===== config.mk =====
export PLATFORM = sky130hd
export DESIGN_NAME = iram_arbiter_flat
export DESIGN_NICKNAME = d
export VERILOG_FILES = /design/src/rtl/iram_arbiter_pkg.sv /design/src/rtl/iram_arbiter_if.sv /design/src/rtl/iram_arbiter_rr_pick.sv /design/src/rtl/iram_arbiter.sv /design/src/flat_wrapper.sv
export SDC_FILE = /design/constraint.sdc
export NUM_CORES = 1
export LEC_CHECK = 0
export BUFFER_PORTS_ARGS = -buffer_cell sky130_fd_sc_hd__buf_2
export CAP_MARGIN = 25
export CORE_AREA = 2 2 300 302
export CTS_BUF_LIST = sky130_fd_sc_hd__clkbuf_4
export DETAILED_ROUTE_END_ITERATION = 16
export DIE_AREA = 0 0 302 304
export PLACE_DENSITY = 0.31
export SETUP_SLACK_MARGIN = 0.1
export SYNTH_ARGS = -nofsm -noshare
export SYNTH_HDL_FRONTEND = slang
export SYNTH_SLANG_ARGS = --single-unit

===== constraint.sdc =====
create_clock -name pll_core_cpuclk -period 1.6 [get_ports pll_core_cpuclk]
set_clock_uncertainty 0.15 [all_clocks]
set_input_delay 0 -clock pll_core_cpuclk [delete_from_list [all_inputs] [get_ports pll_core_cpuclk]]
set_output_delay 0 -clock pll_core_cpuclk [all_outputs]
set_load 0.03 [all_outputs]

===== src/rtl/iram_arbiter_pkg.sv =====
// iram_arbiter_pkg: shared state/owner encodings and default widths for the IRAM arbiter.
package iram_arbiter_pkg;
  localparam int ADDR_W_DEF = 20;
  localparam int DATA_W_DEF = 128;
  typedef enum logic [1:0] {IDLE = 2'b00, OWN0 = 2'b01, OWN1 = 2'b10} state_t;
  localparam logic [1:0] OWNER_IDLE = 2'b00;
  localparam logic [1:0] OWNER_M0 = 2'b01;
  localparam logic [1:0] OWNER_M1 = 2'b10;
endpackage


===== src/rtl/iram_arbiter_if.sv =====
// iram_arbiter_if: two burst masters, the SRAM port and status bundled for the IRAM arbiter.
interface iram_arbiter_if
  import iram_arbiter_pkg::*;
#(
  parameter int ADDR_W = ADDR_W_DEF,
  parameter int DATA_W = DATA_W_DEF
);
  logic m0_req, m0_we, m0_gnt, m0_rvalid;
  logic [ADDR_W-1:0] m0_addr;
  logic [DATA_W-1:0] m0_wdata;
  logic [DATA_W/8-1:0] m0_wstrb;
  logic [7:0] m0_len;
  logic m1_req, m1_we, m1_gnt, m1_rvalid;
  logic [ADDR_W-1:0] m1_addr;
  logic [DATA_W-1:0] m1_wdata;
  logic [DATA_W/8-1:0] m1_wstrb;
  logic [7:0] m1_len;
  logic [DATA_W-1:0] rdata;
  logic ram_cen;
  logic [DATA_W/8-1:0] ram_wen;
  logic [ADDR_W-1:0] ram_addr;
  logic [DATA_W-1:0] ram_din, ram_dout;
  logic [1:0] owner;
  modport slave (
    input m0_req, m0_we, m0_addr, m0_wdata, m0_wstrb, m0_len,
    input m1_req, m1_we, m1_addr, m1_wdata, m1_wstrb, m1_len, ram_dout,
    output m0_gnt, m0_rvalid, m1_gnt, m1_rvalid, rdata,
    output ram_cen, ram_wen, ram_addr, ram_din, owner
  );
  modport master (
    output m0_req, m0_we, m0_addr, m0_wdata, m0_wstrb, m0_len,
    output m1_req, m1_we, m1_addr, m1_wdata, m1_wstrb, m1_len, ram_dout,
    input m0_gnt, m0_rvalid, m1_gnt, m1_rvalid, rdata,
    input ram_cen, ram_wen, ram_addr, ram_din, owner
  );
endinterface


===== src/rtl/iram_arbiter_rr_pick.sv =====
// iram_rr_pick: two-way round-robin picker; on a tie the master not served last wins.
module iram_rr_pick (
  input  logic [1:0] req,
  input  logic       last,
  output logic       valid,
  output logic       winner
);
  assign valid = |req;
  assign winner = &req ? ~last : req[1];
endmodule


===== src/rtl/iram_arbiter.sv =====
// iram_arbiter: burst-granular round-robin arbiter sharing one single-port SRAM between two masters.
module iram_arbiter
  import iram_arbiter_pkg::*;
#(
  parameter int ADDR_W = ADDR_W_DEF,
  parameter int DATA_W = DATA_W_DEF
) (
  input logic pll_core_cpuclk,
  input logic pad_cpu_rst_b,
  iram_arbiter_if.slave bus
);
  state_t state;
  logic [7:0] beat_rem;
  logic [1:0] owner_q;
  logic last, rvalid0, rvalid1, valid, winner;
  logic gnt0, gnt1, gnt, we;
  logic [ADDR_W-1:0] addr;
  logic [DATA_W-1:0] wdata;
  logic [DATA_W/8-1:0] wstrb;
  iram_rr_pick u_pick (
    .req({bus.m1_req, bus.m0_req}),
    .last(last),
    .valid(valid),
    .winner(winner)
  );
  // Grants are gated by reset so nothing reaches the SRAM while reset is held.
  always_comb begin
    gnt0 = pad_cpu_rst_b && state == OWN0 && bus.m0_req;
    gnt1 = pad_cpu_rst_b && state == OWN1 && bus.m1_req;
    gnt = gnt0 | gnt1;
    we = gnt1 ? bus.m1_we : bus.m0_we;
    addr = gnt1 ? bus.m1_addr : gnt0 ? bus.m0_addr : '0;
    wdata = gnt1 ? bus.m1_wdata : gnt0 ? bus.m0_wdata : '0;
    wstrb = gnt1 ? bus.m1_wstrb : bus.m0_wstrb;
  end
  assign bus.m0_gnt = gnt0;
  assign bus.m1_gnt = gnt1;
  assign bus.m0_rvalid = rvalid0;
  assign bus.m1_rvalid = rvalid1;
  assign bus.owner = owner_q;
  assign bus.rdata = bus.ram_dout;
  assign bus.ram_cen = ~gnt;
  assign bus.ram_wen = gnt && we ? ~wstrb : '1;
  assign bus.ram_addr = addr;
  assign bus.ram_din = wdata;
  always_ff @(posedge pll_core_cpuclk) begin
    if (!pad_cpu_rst_b) begin
      state <= IDLE;
      beat_rem <= 8'd0;
      last <= 1'b1;
      rvalid0 <= 1'b0;
      rvalid1 <= 1'b0;
      owner_q <= OWNER_IDLE;
    end else begin
      rvalid0 <= gnt0 && !bus.m0_we;
      rvalid1 <= gnt1 && !bus.m1_we;
      if (state == IDLE) begin
        if (valid) begin
          state <= winner ? OWN1 : OWN0;
          owner_q <= winner ? OWNER_M1 : OWNER_M0;
          beat_rem <= winner ? bus.m1_len : bus.m0_len;
        end
      end else if (gnt) begin
        if (beat_rem == 8'd0) begin
          state <= IDLE;
          owner_q <= OWNER_IDLE;
          last <= gnt1;
        end else begin
          beat_rem <= beat_rem - 8'd1;
        end
      end
    end
  end
endmodule


===== src/flat_wrapper.sv =====
// flat-port wrapper written by rule: the top's interface ports become plain ports
module iram_arbiter_flat import iram_arbiter_pkg::*;
#(
  parameter int ADDR_W = ADDR_W_DEF,
  parameter int DATA_W = DATA_W_DEF
)
  (pll_core_cpuclk, pad_cpu_rst_b, bus_m0_req, bus_m0_we, bus_m0_addr, bus_m0_wdata, bus_m0_wstrb, bus_m0_len, bus_m1_req, bus_m1_we, bus_m1_addr, bus_m1_wdata, bus_m1_wstrb, bus_m1_len, bus_ram_dout, bus_m0_gnt, bus_m0_rvalid, bus_m1_gnt, bus_m1_rvalid, bus_rdata, bus_ram_cen, bus_ram_wen, bus_ram_addr, bus_ram_din, bus_owner);
  iram_arbiter_if #(.ADDR_W(ADDR_W), .DATA_W(DATA_W)) bus_i ();
  input logic pll_core_cpuclk;
  input logic pad_cpu_rst_b;
  input wire logic [$bits(bus_i.m0_req)-1:0] bus_m0_req;
  input wire logic [$bits(bus_i.m0_we)-1:0] bus_m0_we;
  input wire logic [$bits(bus_i.m0_addr)-1:0] bus_m0_addr;
  input wire logic [$bits(bus_i.m0_wdata)-1:0] bus_m0_wdata;
  input wire logic [$bits(bus_i.m0_wstrb)-1:0] bus_m0_wstrb;
  input wire logic [$bits(bus_i.m0_len)-1:0] bus_m0_len;
  input wire logic [$bits(bus_i.m1_req)-1:0] bus_m1_req;
  input wire logic [$bits(bus_i.m1_we)-1:0] bus_m1_we;
  input wire logic [$bits(bus_i.m1_addr)-1:0] bus_m1_addr;
  input wire logic [$bits(bus_i.m1_wdata)-1:0] bus_m1_wdata;
  input wire logic [$bits(bus_i.m1_wstrb)-1:0] bus_m1_wstrb;
  input wire logic [$bits(bus_i.m1_len)-1:0] bus_m1_len;
  input wire logic [$bits(bus_i.ram_dout)-1:0] bus_ram_dout;
  output wire logic [$bits(bus_i.m0_gnt)-1:0] bus_m0_gnt;
  output wire logic [$bits(bus_i.m0_rvalid)-1:0] bus_m0_rvalid;
  output wire logic [$bits(bus_i.m1_gnt)-1:0] bus_m1_gnt;
  output wire logic [$bits(bus_i.m1_rvalid)-1:0] bus_m1_rvalid;
  output wire logic [$bits(bus_i.rdata)-1:0] bus_rdata;
  output wire logic [$bits(bus_i.ram_cen)-1:0] bus_ram_cen;
  output wire logic [$bits(bus_i.ram_wen)-1:0] bus_ram_wen;
  output wire logic [$bits(bus_i.ram_addr)-1:0] bus_ram_addr;
  output wire logic [$bits(bus_i.ram_din)-1:0] bus_ram_din;
  output wire logic [$bits(bus_i.owner)-1:0] bus_owner;
  assign bus_i.m0_req = bus_m0_req;
  assign bus_i.m0_we = bus_m0_we;
  assign bus_i.m0_addr = bus_m0_addr;
  assign bus_i.m0_wdata = bus_m0_wdata;
  assign bus_i.m0_wstrb = bus_m0_wstrb;
  assign bus_i.m0_len = bus_m0_len;
  assign bus_i.m1_req = bus_m1_req;
  assign bus_i.m1_we = bus_m1_we;
  assign bus_i.m1_addr = bus_m1_addr;
  assign bus_i.m1_wdata = bus_m1_wdata;
  assign bus_i.m1_wstrb = bus_m1_wstrb;
  assign bus_i.m1_len = bus_m1_len;
  assign bus_i.ram_dout = bus_ram_dout;
  assign bus_m0_gnt = bus_i.m0_gnt;
  assign bus_m0_rvalid = bus_i.m0_rvalid;
  assign bus_m1_gnt = bus_i.m1_gnt;
  assign bus_m1_rvalid = bus_i.m1_rvalid;
  assign bus_rdata = bus_i.rdata;
  assign bus_ram_cen = bus_i.ram_cen;
  assign bus_ram_wen = bus_i.ram_wen;
  assign bus_ram_addr = bus_i.ram_addr;
  assign bus_ram_din = bus_i.ram_din;
  assign bus_owner = bus_i.owner;
  iram_arbiter #(.ADDR_W(ADDR_W), .DATA_W(DATA_W)) u_core (.pll_core_cpuclk(pll_core_cpuclk), .pad_cpu_rst_b(pad_cpu_rst_b), .bus(bus_i));
endmodule

Word-level counts from Yosys, hierarchy flattened
Cells that the tools add are included.
- output and inout port bits: 299
- bits in registers: 13
- bits of input ports: 478
- word-level logic and storage cells: 51
- mux-type cells: 18
- reduce and logical (&&, ||, !) cells: 18
- $add $sub $neg: 1
- eq/ne operators: 4
- bitwise operators: 5
- operators by type and width (kind ; count):
    2-to-1 mux 128 bit ; 2
    2-to-1 mux 20 bit ; 2
    2-to-1 mux 8 bit ; 5
    2-to-1 mux 16 bit ; 2
    NOT 16 bit ; 1
    2-to-1 mux 2 bit ; 5
    AND reduction 3 bit ; 3
    logical NOT 8 bit ; 1
    subtractor 8 x 1 -> 8 bit (second input constant) ; 1
    logical AND 1 bit ; 7
    nonzero test 2 bit ; 2
    NOT 1 bit ; 3
    == test 2 x 1 -> 1 bit (second input constant) ; 1
    == test 2 bit (second input constant) ; 1
    logical NOT 1 bit ; 2
    logical NOT 2 bit ; 1
    2-to-1 mux 1 bit ; 2
    inequality test 2 x 1 -> 1 bit (second input constant) ; 1
    inequality test 2 bit (second input constant) ; 1
    AND reduction 2 bit ; 1
    OR reduction 2 bit ; 1
    OR 1 bit ; 1

Longest topological paths before layout
- word-level depth: 6
- mapped depth: 6
- mapped depth without buffers: 6

Cells and area by module
From an unflattened synthesis, not the netlist that was laid out.
- cell total of the unflattened synthesis: 476
- area, all modules: 3559.7 um2
- modules (own cells, without submodules) (module ; cells each ; instances ; area an instance (um2)):
    iram_arbiter ; 474 ; 1 ; 3545.9
    iram_rr_pick ; 2 ; 1 ; 13.8

Worst setup path after synthesis
No wires, ideal clock.
- kind: reg-to-output
- from: reg u_core.state[1]
- to: out bus_ram_addr[11]
- arrival time: 1.765 ns
- setup slack: -0.315 ns
- cell stages (with the launch flop): 6
- required time: 1.450 ns
- cells stage by stage: dfxtp_1 -> and3b_1 -> nand2_1 -> inv_2 -> clkbuf_1 -> a22o_1
- word-level cells in the longest chain between the ends: 5
- elaborated cells on any way between the ends: 8
- those cells by class: 2 x eq/ne; 2 x mux; 4 x reduce/logical
- ends and longest elaborated chain (what ; RTL line ; RTL):
    from (decl) ; iram_arbiter.sv:12 ; state_t state;
    from (signal assigned) ; iram_arbiter.sv:59 ; state <= winner ? OWN1 : OWN0;
    == test 2 x 1 -> 1 bit ; iram_arbiter.sv:28 ; gnt0 = pad_cpu_rst_b && state == OWN0 && bus.m0_req;
    logical AND 1 bit (2 in series) ; iram_arbiter.sv:28 ;
    net bus_m0_gnt ; flat_wrapper.sv:24 ; output wire logic [$bits(bus_i.m0_gnt)-1:0] bus_m0_gnt;
    2-to-1 mux 20 bit (2 in series) ; iram_arbiter.sv:32 ; addr = gnt1 ? bus.m1_addr : gnt0 ? bus.m0_addr : '0;
    to (decl) ; flat_wrapper.sv:31 ; output wire logic [$bits(bus_i.ram_addr)-1:0] bus_ram_addr;
The timed path passes the listed nets, and every way through them passes these cells.

Worst setup path in the final report
- from: reg u_core.state[1]
- to: out bus_ram_din[30]
- word-level cells in the longest chain between the ends: 5
- elaborated cells on any way between the ends: 8
- those cells by class: 2 x eq/ne; 2 x mux; 4 x reduce/logical
- ends and longest elaborated chain (what ; RTL line ; RTL):
    == test 2 x 1 -> 1 bit ; iram_arbiter.sv:28 ;
    logical AND 1 bit (2 in series) ; iram_arbiter.sv:28 ;
    2-to-1 mux 128 bit ; iram_arbiter.sv:33 ; wdata = gnt1 ? bus.m1_wdata : gnt0 ? bus.m0_wdata : '0;
    2-to-1 mux 128 bit (*) ; iram_arbiter.sv:33 ;
    to (decl) ; flat_wrapper.sv:32 ; output wire logic [$bits(bus_i.ram_din)-1:0] bus_ram_din;
Every way passes the cells marked *; elsewhere a longest branch is shown, timed or not.

==> results list <==
* Slew headroom: roughly three fifths
- The final number of hold-violating endpoints was 0.
- Sort of element at the start of the critical path: flip-flop
- Net count of the mapped netlist: 956
- Top-level I/O count: 777
- Sequential area share after synthesis: under 10%
* Setup repair after global routing missed its margin: true
- OpenSTA, run right after detailed placement, puts the worst setup slack at -0.336 ns.
- The clock net in this run drives a total of 13 sinks.
- The worst setup path is captured at a primary output.
- Violated checks: negative setup slack
- Die span in x: 302 um
* Gate count of the mapped netlist: 476
* Util after Layout: 13.4%
- Counting stages on the worst path, the most repeated cell is sky130_fd_sc_hd__buf_12.
* Final routed DRC violation total: 0
* Die height: 304 um
- Length of the first detailed-routing pass in iterations: 4
- At the end of routability-driven placement, the weighted congestion stood at 0.859.
- The initial antenna violation count is 20.
- Total of buffers placed on input and output ports: between 500 and 600
* Register bit count reported by yosys: 13
- Largest net degree at the start of global routing: 25
- After detailed routing, the total wire length is 45.0 mm.
- Hold timing on the final database bottoms out at a slack of roughly 0.022 ns.
- Global routing finished with a remaining overflow of 0.
- The post-route netlist has 77.9% of its cells at a drive strength greater than 1.
* Number of global-route vias before repair: 6653
- Die area: 91800 um2
- The initial utilization of the core area, before any placement, comes to under 10%.
* Max Clock Freq: 0.490 GHz
* Hold Path Class: in -> reg
- Summing over every cut layer, the via total after detailed routing is 6486.
- The signal on the critical path passes through and3b_2 > nand2_4 > inv_8 > buf_16 > buf_12 > a22o_4 > buf_12.
- The region available for standard cell placement spans 89000 um2.
- Transition time at the pin with the least slew margin: 0.569 ns
* Arrival time reported for the critical path endpoint: 1.89 ns
- Largest fanout of any net on the critical path: 12
- The count of nets left with antenna violations once routing finished came out at 0.
- In this run, the number of DRC markers left after iteration 0 of detailed routing was 241.
* Library cell contributing the largest single delay on the critical path: sky130_fd_sc_hd__dfxtp_4
- Final Power: roughly 4.4 mW
- Max-slew violation count: 0
- Using the TritonRoute via totals, the vias-per-cell ratio works out to 2.87.
- Clock tree root driver cell: sky130_fd_sc_hd__clkbuf_4
* Std cell rows: 110
* Clock tree from TritonCTS: built
* Status: finished, violations left
- After clock tree synthesis, the clock-pin slew on the worst setup and hold paths is 0.12 ns.
- Once routing completed, OpenROAD measured the worst setup slack at -0.441 ns.
* Critical path class: reg -> out
* Share of synthesized registers carrying an async set or reset: 0%
- GRT Resource Usage Total: 8.70%
- Max-cap violations in this run came to 0.
- Leakage power of the design: 5.64 nW
- Area grow syn2layout: 226%
- The library cell used most frequently in the layout, excluding fill and tap cells, is sky130_fd_sc_hd__buf_2.
- CTS built an H-tree with a depth of 1.
- Clock tree synthesis inserted a total of 3 buffers.
- Worst-Skew Late Latency: 0.34 ns
* Net total in the final layout: 1562
- Fin crit period: between 2 and 2.5 ns
* Total of fill cells in the finished design: slightly above 10000
* Maximum resistive drop on vdd: 0.184 mV
- Maximum buffer depth of the clock tree: 2
- Number of distinct standard cells referenced by the synthesized netlist: 47
- Power Density: 368 nW/um2
* Number of enable-type register cells in the synthesized netlist: 0
- Required time worst endpoint: 1.45 ns
* Average detailed-routed wire length per instance: 19.9 um
* Tcrit/Tclk final: 128%
- Main flop type after synthesis: sky130_fd_sc_hd__dfxtp_1
- Wire length of the first global-routing pass: 54.6 mm
* Combined area of all synthesized cells: 3650 um2
- Yosys printed 0 warnings.
* Most frequent cells in the layout: sky130_fd_sc_hd__buf_2 (365), sky130_fd_sc_hd__a22o_4 (141), sky130_fd_sc_hd__dlygate4sd3_1 (136), sky130_fd_sc_hd__buf_6 (117), sky130_fd_sc_hd__buf_4 (89)
- Dividing the synthesized area by the synthesized cell count gives 7.66 um2.
- DP Wirelength: about 38 mm
- Setup-violating endpoint count in the final report: 176
- Biggest cell delay along the critical path: 0.37 ns
[power by group]
group	leakage (nW)	switching, mW	internal [mW]
logic	5.52	1.93	1.73
registers	0.109	0.0524	0.382
clock network	0.0178	0.189	0.0942
total	5.64	2.18	2.21
[routing by layer]
metal,GRT usage [%],up-vias,wire (um)
li1,-,2902,-
met1,9.80,3036,17400
met2,14.7,459,20900
met3,3.43,79,4540
met5,0,-,80
met4,3.29,10,2120
[sequential cells by signal, summed over array words and instances, names as in the netlist]
| signal | cells |
|---|---|
| u_core.beat_rem | 8 |
| u_core.last | 1 |
| u_core.bus.m0_rvalid | 1 |
| u_core.state | 2 |
| u_core.bus.m1_rvalid | 1 |
[final cells by class]
type | instances | area, um2 | share of cell area, %
multi-input combinational | 287 | 3660 | 30.7
clock inverter | 1 | 5.00 | 0.0420
antenna | 6 | 15.0 | 0.126
clock buffer | 3 | 22.5 | 0.189
timing repair buffer | 773 | 6420 | 54.0
sequential | 13 | 273 | 2.29
inverter | 4 | 35.0 | 0.294
tap | 1176 | 1470 | 12.4
[final timing paths]
check                                        from                              end  slack, ns  depth (start not counted)
setup / recovery     u_core.state[1]$_SDFFE_PN0P_                  bus_ram_din[30]      -0.44                          7
hold / removal                      bus_m0_len[1]  u_core.beat_rem[1]$_SDFFE_PN0P_       0.02                          4
setup reg to reg     u_core.state[1]$_SDFFE_PN0P_  u_core.beat_rem[2]$_SDFFE_PN0P_      -0.25                          6
hold reg to reg   u_core.beat_rem[7]$_SDFFE_PN0P_  u_core.beat_rem[7]$_SDFFE_PN0P_       0.35                          2
[repair_timing]
item                                    CTS  global route
resized for setup                       224           126
pin swaps                                 5            28
hold buffers                            136             0
endpoints found under the setup margin  178           179
buffers inserted                          5             9
hold endpoints to repair                136             0
gates cloned                              2            12
[synth_stat cells (2+ instances only)]
| cell type | n | area share [%] |
|---|---|---|
| sky130_fd_sc_hd__inv_2 | 2 | 0.21 |
| sky130_fd_sc_hd__a21boi_0 | 3 | 0.62 |
| sky130_fd_sc_hd__a31oi_1 | 2 | 0.34 |
| sky130_fd_sc_hd__mux2i_1 | 6 | 1.6 |
| sky130_fd_sc_hd__a22o_1 | 148 | 36 |
| sky130_fd_sc_hd__a211o_1 | 2 | 0.48 |
| sky130_fd_sc_hd__buf_6 | 2 | 0.62 |
| sky130_fd_sc_hd__a21o_1 | 16 | 3.3 |
| sky130_fd_sc_hd__nand2_1 | 42 | 4.3 |
| sky130_fd_sc_hd__o22ai_1 | 2 | 0.34 |
| sky130_fd_sc_hd__mux2_2 | 3 | 0.93 |
| sky130_fd_sc_hd__ha_1 | 2 | 0.69 |
| sky130_fd_sc_hd__nor2_1 | 7 | 0.72 |
| sky130_fd_sc_hd__nand4b_1 | 2 | 0.48 |
| sky130_fd_sc_hd__buf_4 | 128 | 26 |
| sky130_fd_sc_hd__nor3b_1 | 7 | 1.4 |
| sky130_fd_sc_hd__dfxtp_1 | 13 | 7.1 |
| sky130_fd_sc_hd__clkbuf_1 | 12 | 1.2 |
| sky130_fd_sc_hd__inv_1 | 2 | 0.21 |
| sky130_fd_sc_hd__a21boi_1 | 3 | 0.62 |
| sky130_fd_sc_hd__nand4_1 | 2 | 0.34 |
| sky130_fd_sc_hd__nand3b_1 | 3 | 0.62 |
| sky130_fd_sc_hd__a21oi_1 | 3 | 0.41 |
| sky130_fd_sc_hd__o21ai_0 | 10 | 1.4 |
| sky130_fd_sc_hd__buf_2 | 30 | 4.1 |
| sky130_fd_sc_hd__o211ai_1 | 3 | 0.62 |
[per-stage QoR]
step	cells	TNS [ns]	area, um2
after floorplan	476	-0.183	5150
after global placement	2089	-30.28	8940
after detailed placement	2089	-30.84	8940
after CTS	2236	-74.58	11100
after global routing	2261	-83.65	11900
final	2263	-64.30	11900
[critical path: cells and delay by family, from the launching register on]
family / cells / cell delay (ns)
buffers and inverters: 4 / 0.57
AOI/OAI and AO/OA: 1 / 0.23
DFF: 1 / 0.37
and+or+nand+nor: 2 / 0.31
[cell families (layout without fill, tap and decap cells)]
logic type      after synthesis  in the layout  share of synthesized area, %
compound gates              202            202                          46.4
fa+ha+maj                     2              2                         0.686
flops                        13             13                          7.13
mux                           9              9                          2.57
buf+inv                     176            781                          32.7
simple gates                 74             74                          10.5
other cells                   0              6                             0
Power figures use the tool's default switching activity.
